<file path="src/rtl/alfa_pkg.sv">
// Shared types and constants for the note key encoder: FSM states, note codes,
// and the priority pick used when several keys are down at once.
package alfa_pkg;

  localparam int NUM_KEYS = 7;
  localparam int NOTA_W   = 3;

  typedef enum logic [1:0] {
    ST_IDLE     = 2'd0,
    ST_DEBOUNCE = 2'd1,
    ST_HELD     = 2'd2,
    ST_RELEASE  = 2'd3
  } state_t;

  localparam logic [NOTA_W-1:0] NOTA_C = 3'd0;
  localparam logic [NOTA_W-1:0] NOTA_D = 3'd1;
  localparam logic [NOTA_W-1:0] NOTA_E = 3'd2;
  localparam logic [NOTA_W-1:0] NOTA_F = 3'd3;
  localparam logic [NOTA_W-1:0] NOTA_G = 3'd4;
  localparam logic [NOTA_W-1:0] NOTA_A = 3'd5;
  localparam logic [NOTA_W-1:0] NOTA_B = 3'd6;

  // Lowest set bit wins, so C has the highest priority; all-zero maps to C.
  function automatic logic [NOTA_W-1:0] lowest_set(input logic [NUM_KEYS-1:0] v);
    logic [NOTA_W-1:0] code;
    code = NOTA_C;
    casez (v)
      7'b??????1: code = NOTA_C;
      7'b?????10: code = NOTA_D;
      7'b????100: code = NOTA_E;
      7'b???1000: code = NOTA_F;
      7'b??10000: code = NOTA_G;
      7'b?100000: code = NOTA_A;
      7'b1000000: code = NOTA_B;
      default:    code = NOTA_C;
    endcase
    return code;
  endfunction

endpackage

</file>
<file path="src/rtl/sync_2ff.sv">
// Two-flop synchroniser for asynchronous button inputs; two cycles of latency,
// cleared to zero by the asynchronous active-low reset.
module sync_2ff #(
  parameter int WIDTH = 8
) (
  input  logic             clk,
  input  logic             rst_n,
  input  logic [WIDTH-1:0] i_d,
  output logic [WIDTH-1:0] o_q
);

  logic [WIDTH-1:0] r_meta;
  logic [WIDTH-1:0] r_sync;

  always_ff @(posedge clk or negedge rst_n) begin
    if (!rst_n) begin
      r_meta <= '0;
      r_sync <= '0;
    end else begin
      r_meta <= i_d;
      r_sync <= r_meta;
    end
  end

  assign o_q = r_sync;

endmodule

</file>
<file path="src/rtl/note_key_encoder.sv">
// Debounced note-key encoder: latches one note code and sharp flag per press,
// pulses valido once on acceptance and holds ativo until the key is released.
module note_key_encoder
  import alfa_pkg::*;
#(
  parameter int DEBOUNCE_CYCLES = 50000
) (
  input  logic                clk,
  input  logic                rst_n,
  input  logic [NUM_KEYS-1:0] teclas,
  input  logic                sustenido,
  output logic [NOTA_W-1:0]   notas,
  output logic                tom,
  output logic                valido,
  output logic                ativo
);

  if (DEBOUNCE_CYCLES < 1 || DEBOUNCE_CYCLES > 65535) begin : g_bad_debounce
    $error("note_key_encoder: DEBOUNCE_CYCLES must be within 1..65535");
  end

  localparam logic [15:0] CNT_MAX = 16'(DEBOUNCE_CYCLES - 1);

  logic [NUM_KEYS:0]   w_sync_in;
  logic [NUM_KEYS:0]   w_sync_out;
  logic [NUM_KEYS-1:0] w_ks;
  logic                w_ss;
  logic                w_cand_hi;

  state_t              r_state;
  logic [15:0]         r_cnt;
  logic [NOTA_W-1:0]   r_cand;
  logic [NOTA_W-1:0]   r_notas;
  logic                r_tom;
  logic                r_valido;
  logic                r_ativo;

  state_t              w_state_nxt;
  logic [15:0]         w_cnt_nxt;
  logic [NOTA_W-1:0]   w_cand_nxt;
  logic [NOTA_W-1:0]   w_notas_nxt;
  logic                w_tom_nxt;
  logic                w_valido_nxt;
  logic                w_ativo_nxt;

  assign w_sync_in = {sustenido, teclas};

  sync_2ff #(
    .WIDTH (NUM_KEYS + 1)
  ) u_sync (
    .clk   (clk),
    .rst_n (rst_n),
    .i_d   (w_sync_in),
    .o_q   (w_sync_out)
  );

  assign w_ks = w_sync_out[NUM_KEYS-1:0];
  assign w_ss = w_sync_out[NUM_KEYS];

  // Only the candidate key matters once one is chosen; all other keys are ignored.
  assign w_cand_hi = |(w_ks & (NUM_KEYS'(1) << r_cand));

  always_comb begin
    w_state_nxt  = r_state;
    w_cnt_nxt    = r_cnt;
    w_cand_nxt   = r_cand;
    w_notas_nxt  = r_notas;
    w_tom_nxt    = r_tom;
    w_valido_nxt = 1'b0;
    w_ativo_nxt  = r_ativo;

    unique case (r_state)
      ST_IDLE: begin
        if (|w_ks) begin
          w_cand_nxt  = lowest_set(w_ks);
          w_cnt_nxt   = '0;
          w_state_nxt = ST_DEBOUNCE;
        end
      end
      ST_DEBOUNCE: begin
        if (!w_cand_hi) begin
          w_cnt_nxt   = '0;
          w_state_nxt = ST_IDLE;
        end else if (r_cnt == CNT_MAX) begin
          w_cnt_nxt    = '0;
          w_state_nxt  = ST_HELD;
          w_notas_nxt  = r_cand;
          w_tom_nxt    = w_ss;
          w_valido_nxt = 1'b1;
          w_ativo_nxt  = 1'b1;
        end else begin
          w_cnt_nxt = r_cnt + 16'd1;
        end
      end
      ST_HELD: begin
        if (!w_cand_hi) begin
          w_cnt_nxt   = '0;
          w_state_nxt = ST_RELEASE;
        end
      end
      ST_RELEASE: begin
        // A return to high here is release bounce: resume HELD silently.
        if (w_cand_hi) begin
          w_cnt_nxt   = '0;
          w_state_nxt = ST_HELD;
        end else if (r_cnt == CNT_MAX) begin
          w_cnt_nxt   = '0;
          w_state_nxt = ST_IDLE;
          w_ativo_nxt = 1'b0;
        end else begin
          w_cnt_nxt = r_cnt + 16'd1;
        end
      end
      default: begin
        w_cnt_nxt   = '0;
        w_state_nxt = ST_IDLE;
      end
    endcase
  end

  always_ff @(posedge clk or negedge rst_n) begin
    if (!rst_n) begin
      r_state  <= ST_IDLE;
      r_cnt    <= '0;
      r_cand   <= '0;
      r_notas  <= '0;
      r_tom    <= 1'b0;
      r_valido <= 1'b0;
      r_ativo  <= 1'b0;
    end else begin
      r_state  <= w_state_nxt;
      r_cnt    <= w_cnt_nxt;
      r_cand   <= w_cand_nxt;
      r_notas  <= w_notas_nxt;
      r_tom    <= w_tom_nxt;
      r_valido <= w_valido_nxt;
      r_ativo  <= w_ativo_nxt;
    end
  end

  assign notas  = r_notas;
  assign tom    = r_tom;
  assign valido = r_valido;
  assign ativo  = r_ativo;

endmodule

</file>
<file path="config.mk">
export PLATFORM = sky130hd
export DESIGN_NAME = note_key_encoder
export DESIGN_NICKNAME = d
export VERILOG_FILES = /design/src/rtl/alfa_pkg.sv /design/src/rtl/sync_2ff.sv /design/src/rtl/note_key_encoder.sv
export SDC_FILE = /design/constraint.sdc
export NUM_CORES = 1
export LEC_CHECK = 0
export CAP_MARGIN = 10
export CORE_MARGIN = 2
export CORE_UTILIZATION = 60
export CTS_BUF_LIST = sky130_fd_sc_hd__clkbuf_16
export DETAILED_ROUTE_END_ITERATION = 6
export GPL_TIMING_DRIVEN = 0
export PLACE_DENSITY = 0.87
export SYNTH_ARGS = -nofsm -noshare
export SYNTH_HDL_FRONTEND = slang
export SYNTH_SLANG_ARGS = --single-unit
</file>
<file path="constraint.sdc">
create_clock -name clk -period 3 [get_ports clk]
set_clock_uncertainty 0.15 [all_clocks]
set_input_delay 0.6 -clock clk [delete_from_list [all_inputs] [get_ports clk]]
set_output_delay 0.6 -clock clk [all_outputs]
set_load 0.005 [all_outputs]
</file>
==> parameters.txt <==
Parameter                              Value

Worst setup path
  Arrival @ worst endpoint ... 2290 ps
  Reg-to-Reg End ... tom
  Crit Reg-Reg Startpoint ... r_cnt[10]
  Type of the worst setup path ... reg -> reg
  Critical Path RT ... approximately 3000 ps
  R2R Setup Slk ... a little over 700 ps
  Critical path startpoint category ... register
  CP Capture Type ... register
  Reg2Reg Depth ... 6
  Maximum net fanout on the critical path ... 7

Clock tree
  Clk Tree Root Cell ... sky130_fd_sc_hd__clkbuf_16
  TritonCTS clock tree ... yes
  Count of hold-fix buffers inserted at cts ... 0
  TritonCTS sink count ... 43
  CTS HTree Levels ... 2
  TritonCTS buffer count ... 5
  Post-CTS Repair Setup Buffers ... 0
  Cells resized by post-CTS repair ... 0
  Later-pin clock latency in the skew report ... around 290 ps
  Clock edge transition at the registers on the reported setup and hold paths ... about 60 ps
  Maximum root-to-sink buffer count ... 2

Synth
  Number of library cell types mapped by synthesis ... between 40 and 50
  Combined area of all synthesized cells ... 1990 sq um
  Post-synthesis sequential area ratio ... around 54%
  Synth Register Bits ... between 40 and 50
  Synthesized netlist cell count ... 181
  Most area-consuming cells after synthesis ... sky130_fd_sc_hd__dfrtp_1, sky130_fd_sc_hd__nand2_1, sky130_fd_sc_hd__mux2i_1
  EDFF count, synth ... 0
  Post-synthesis cell type with the largest combined area ... sky130_fd_sc_hd__dfrtp_1
  Synthesized area per cell ... 11.0 sq um
  Top flip-flop cell by instance count after synthesis ... sky130_fd_sc_hd__dfrtp_1
  Share of the synthesized area in the top cell type ... between 50% and 60%
  Share of async-settable or async-resettable flops after synthesis ... 100%
  Syn Nets ... 192
  Count of synthesis-stage warnings from yosys ... 0

Worst hold path
  Min-Delay Startpoint ... u_sync.r_meta[4]
  Number of cells traversed by the worst hold path ... 0
  Path type of the worst min-delay path ... reg -> reg
  Hold-critical path endpoint ... u_sync.o_q[4]

Detailed routing
  Drc violations ... 0
  Total number of vias ... roughly 1500
  TritonRoute pass-1 iters ... 4
  Detailed-route vias per instance ... approximately 6
  Drt total wl ... approximately 4000 um
  Routed len/inst ... 16.2 um
  1st-iter DRT viols ... between 100 and 150
  Count of antenna-violating nets left after detailed routing ... 0

Timing
  Max Fclk ... approximately 0.44 GHz
  Hold violation count in the final report ... 0
  Worst-case hold slack ... between 150 and 200 ps
  Post-layout worst setup margin ... slightly above 700 ps
  Min Tclk post-route ... roughly 2300 ps
  Period Utilization, post-route ... between 70 and 80%
  Number of setup violations in the final report ... 0
  RSZ-0062 raised after global routing ... false
  Setup Total Neg Slack ... 0 ps
  Max-slew violation count ... 0
  Max-slew headroom at the worst pin ... roughly 39%
  Transition time at the pin with the least slew margin ... roughly 900 ps

Layout
  Ant diodes ... 0
  Filler cells ... 217
  Final core area utilization ... about three quarters
  Net count reported at finish ... between 200 and 250
  Finished Cell Area ... ~2400 sq um
  Share of post-route cells with drive strength above 1 ... between 15 and 20%
  Relative area change from synthesis to final layout ... 19.7%
  Final Instance Count excl. Fillers ... ~250

Power and ir drop
  Cell internal power dissipation ... approximately 1.3 mW
  Clock share of power ... between 30% and 40%
  Largest voltage drop on the vdd net ... 0.611 mV
  Switch share ... 28.1%
  Proportion of power drawn by combinational gates ... approximately 25%
  Total power per unit cell area ... about 770 nW/um^2
  Switching power total ... 514 uW
  Tot Pwr ... about 1.8 mW
  Static Leak ... 1.07 nW
  Part of the power in registers ... between 30% and 40%

Floorplan
  DIE WIDTH ... a little over 60 um
  I/O Pins ... 16
  Area of the die ... between 3000 and 4000 sq um
  Core region area ... about 3100 sq um
  Number of rows in the core area ... 20
  Overall die height ... 61.6 um
  Initial Utilization ... about 64%

Global routing
  Pin count of the biggest net entering global routing ... 44
  Overall global routing resource usage ... 24.3%
  Global-route wire length before repair ... 6570 um
  Initial antenna violation count ... 0
  Via count of the first global-routing pass ... about 1500
  Total gr overflow ... 0

Run
  Count of max-cap constraint violations ... 0

Placement
  Post-placement cell area ... around 2200 sq um
  Final Wtd Congestion ... 0.913
  Dpl hpwl ... 2760 um
  I/O Buffers ... 15
  Post-Place Setup Slack ... 738 ps
  Placed cells ... 240

Run status
  Run status ... completed
-- synthesized netlist by cell type, types with 2 or more instances --
library cell,n
sky130_fd_sc_hd__and3_1,3
sky130_fd_sc_hd__inv_1,6
sky130_fd_sc_hd__xor2_1,4
sky130_fd_sc_hd__o21ai_0,7
sky130_fd_sc_hd__nor3_1,4
sky130_fd_sc_hd__mux2_2,4
sky130_fd_sc_hd__a21oi_1,5
sky130_fd_sc_hd__a21o_1,3
sky130_fd_sc_hd__mux2i_1,7
sky130_fd_sc_hd__a22o_1,6
sky130_fd_sc_hd__a221o_1,2
sky130_fd_sc_hd__dfrtp_1,43
sky130_fd_sc_hd__nand4_1,3
sky130_fd_sc_hd__buf_4,4
sky130_fd_sc_hd__nand3b_1,2
sky130_fd_sc_hd__and3_2,2
sky130_fd_sc_hd__nor2_1,17
sky130_fd_sc_hd__nand2_1,20
sky130_fd_sc_hd__nor4_1,3
sky130_fd_sc_hd__nand3_1,10
sky130_fd_sc_hd__and4_1,2
-- placed cells by master (no fill, tap or decap), types with 2 or more instances in the layout --
cell and instances:
sky130_fd_sc_hd__bufinv_16 2, sky130_fd_sc_hd__and3_2 2, sky130_fd_sc_hd__a21oi_1 5, sky130_fd_sc_hd__o21ai_0 7
sky130_fd_sc_hd__nor3_1 4, sky130_fd_sc_hd__mux2i_1 7, sky130_fd_sc_hd__nand3_1 10, sky130_fd_sc_hd__a21o_1 3
sky130_fd_sc_hd__nor2_1 17, sky130_fd_sc_hd__nand3b_1 2, sky130_fd_sc_hd__and4_1 2, sky130_fd_sc_hd__inv_1 6
sky130_fd_sc_hd__a221o_1 2, sky130_fd_sc_hd__nand4_1 3, sky130_fd_sc_hd__nor4_1 3, sky130_fd_sc_hd__buf_4 4
sky130_fd_sc_hd__clkdlybuf4s50_1 14, sky130_fd_sc_hd__clkbuf_16 5, sky130_fd_sc_hd__nand2_1 20, sky130_fd_sc_hd__xor2_1 4
sky130_fd_sc_hd__a22o_1 6, sky130_fd_sc_hd__and3_1 3, sky130_fd_sc_hd__mux2_2 4, sky130_fd_sc_hd__dfrtp_1 43
-- layer usage --
metal  vias to the layer above  share of wire (%)  wire length (um)  track usage (%)
met5                         -                  0                 0                0
met1                       741                 42              1670             29.3
li1                        693                  -                 -                -
met4                         0                1.5                61             10.6
met3                         8                4.8               191             6.30
met2                        51                 52              2090             41.2
-- cell type report --
type | instances | area [sq um] | share of cell area (%)
sequential | 43 | 1080 | 45.1
multi-input combinational | 125 | 838 | 35.2
timing repair buffer | 15 | 145 | 6.09
clock buffer | 5 | 125 | 5.25
clock inverter | 3 | 67.6 | 2.83
tap | 44 | 55.1 | 2.31
buffer | 7 | 53.8 | 2.26
inverter | 6 | 22.5 | 0.945
-- power groups by stage --
stage,Clock [mW],Combinational [mW],Sequential (mW)
finish,0.695,0.461,0.670
CTS,0.701,0.458,0.669
global placement,0,0.431,0.674
floorplan,0,0.351,0.667
global route,0.735,0.502,0.675
detailed placement,0,0.451,0.679
-- registers in the layout (all words and copies together) (netlist names), 3 cells and up, named ones only --
register,flops
u_sync.o_q,8
u_sync.r_meta,8
r_cand,3
notas,3
r_cnt,16
-- logic make-up (layout without fill, tap and decap cells) --
family	Yosys count	after routing	synth area share, %
AOI/OAI and AO/OA	33	33	13.2
xor gates and xnor gates	5	5	2.20
adders and majority gates	1	1	0.628
buffers and inverters	13	36	3.83
DFF	43	43	54.1
muxes	11	11	5.78
and+or+nand+nor	75	75	20.3
-- critical path: stages, from the launching register on --
cell                       delay, ps
sky130_fd_sc_hd__dfrtp_1         350
sky130_fd_sc_hd__clkbuf_2        160
sky130_fd_sc_hd__nor4_1          330
sky130_fd_sc_hd__nand4_1         220
sky130_fd_sc_hd__or2_4           300
sky130_fd_sc_hd__nor3b_4         270
sky130_fd_sc_hd__mux2_2          380
-- how the worst max path moves through the flow --
| stage | startpoint | endpoint | slack [ps] | cells past startpoint |
|---|---|---|---|---|
| after detailed placement | r_cnt[10] | tom | 740 | 6 |
| after floorplan | r_cnt[10] | notas[0] | 980 | 6 |
| after global routing | r_cnt[10] | tom | 550 | 6 |
| after global placement | rst_n | u_sync.r_meta[1] | 210 | 1 |
| after CTS | r_cnt[10] | tom | 720 | 6 |
| final | r_cnt[10] | tom | 720 | 6 |
Note: power is estimated with default switching activity, not from simulation.
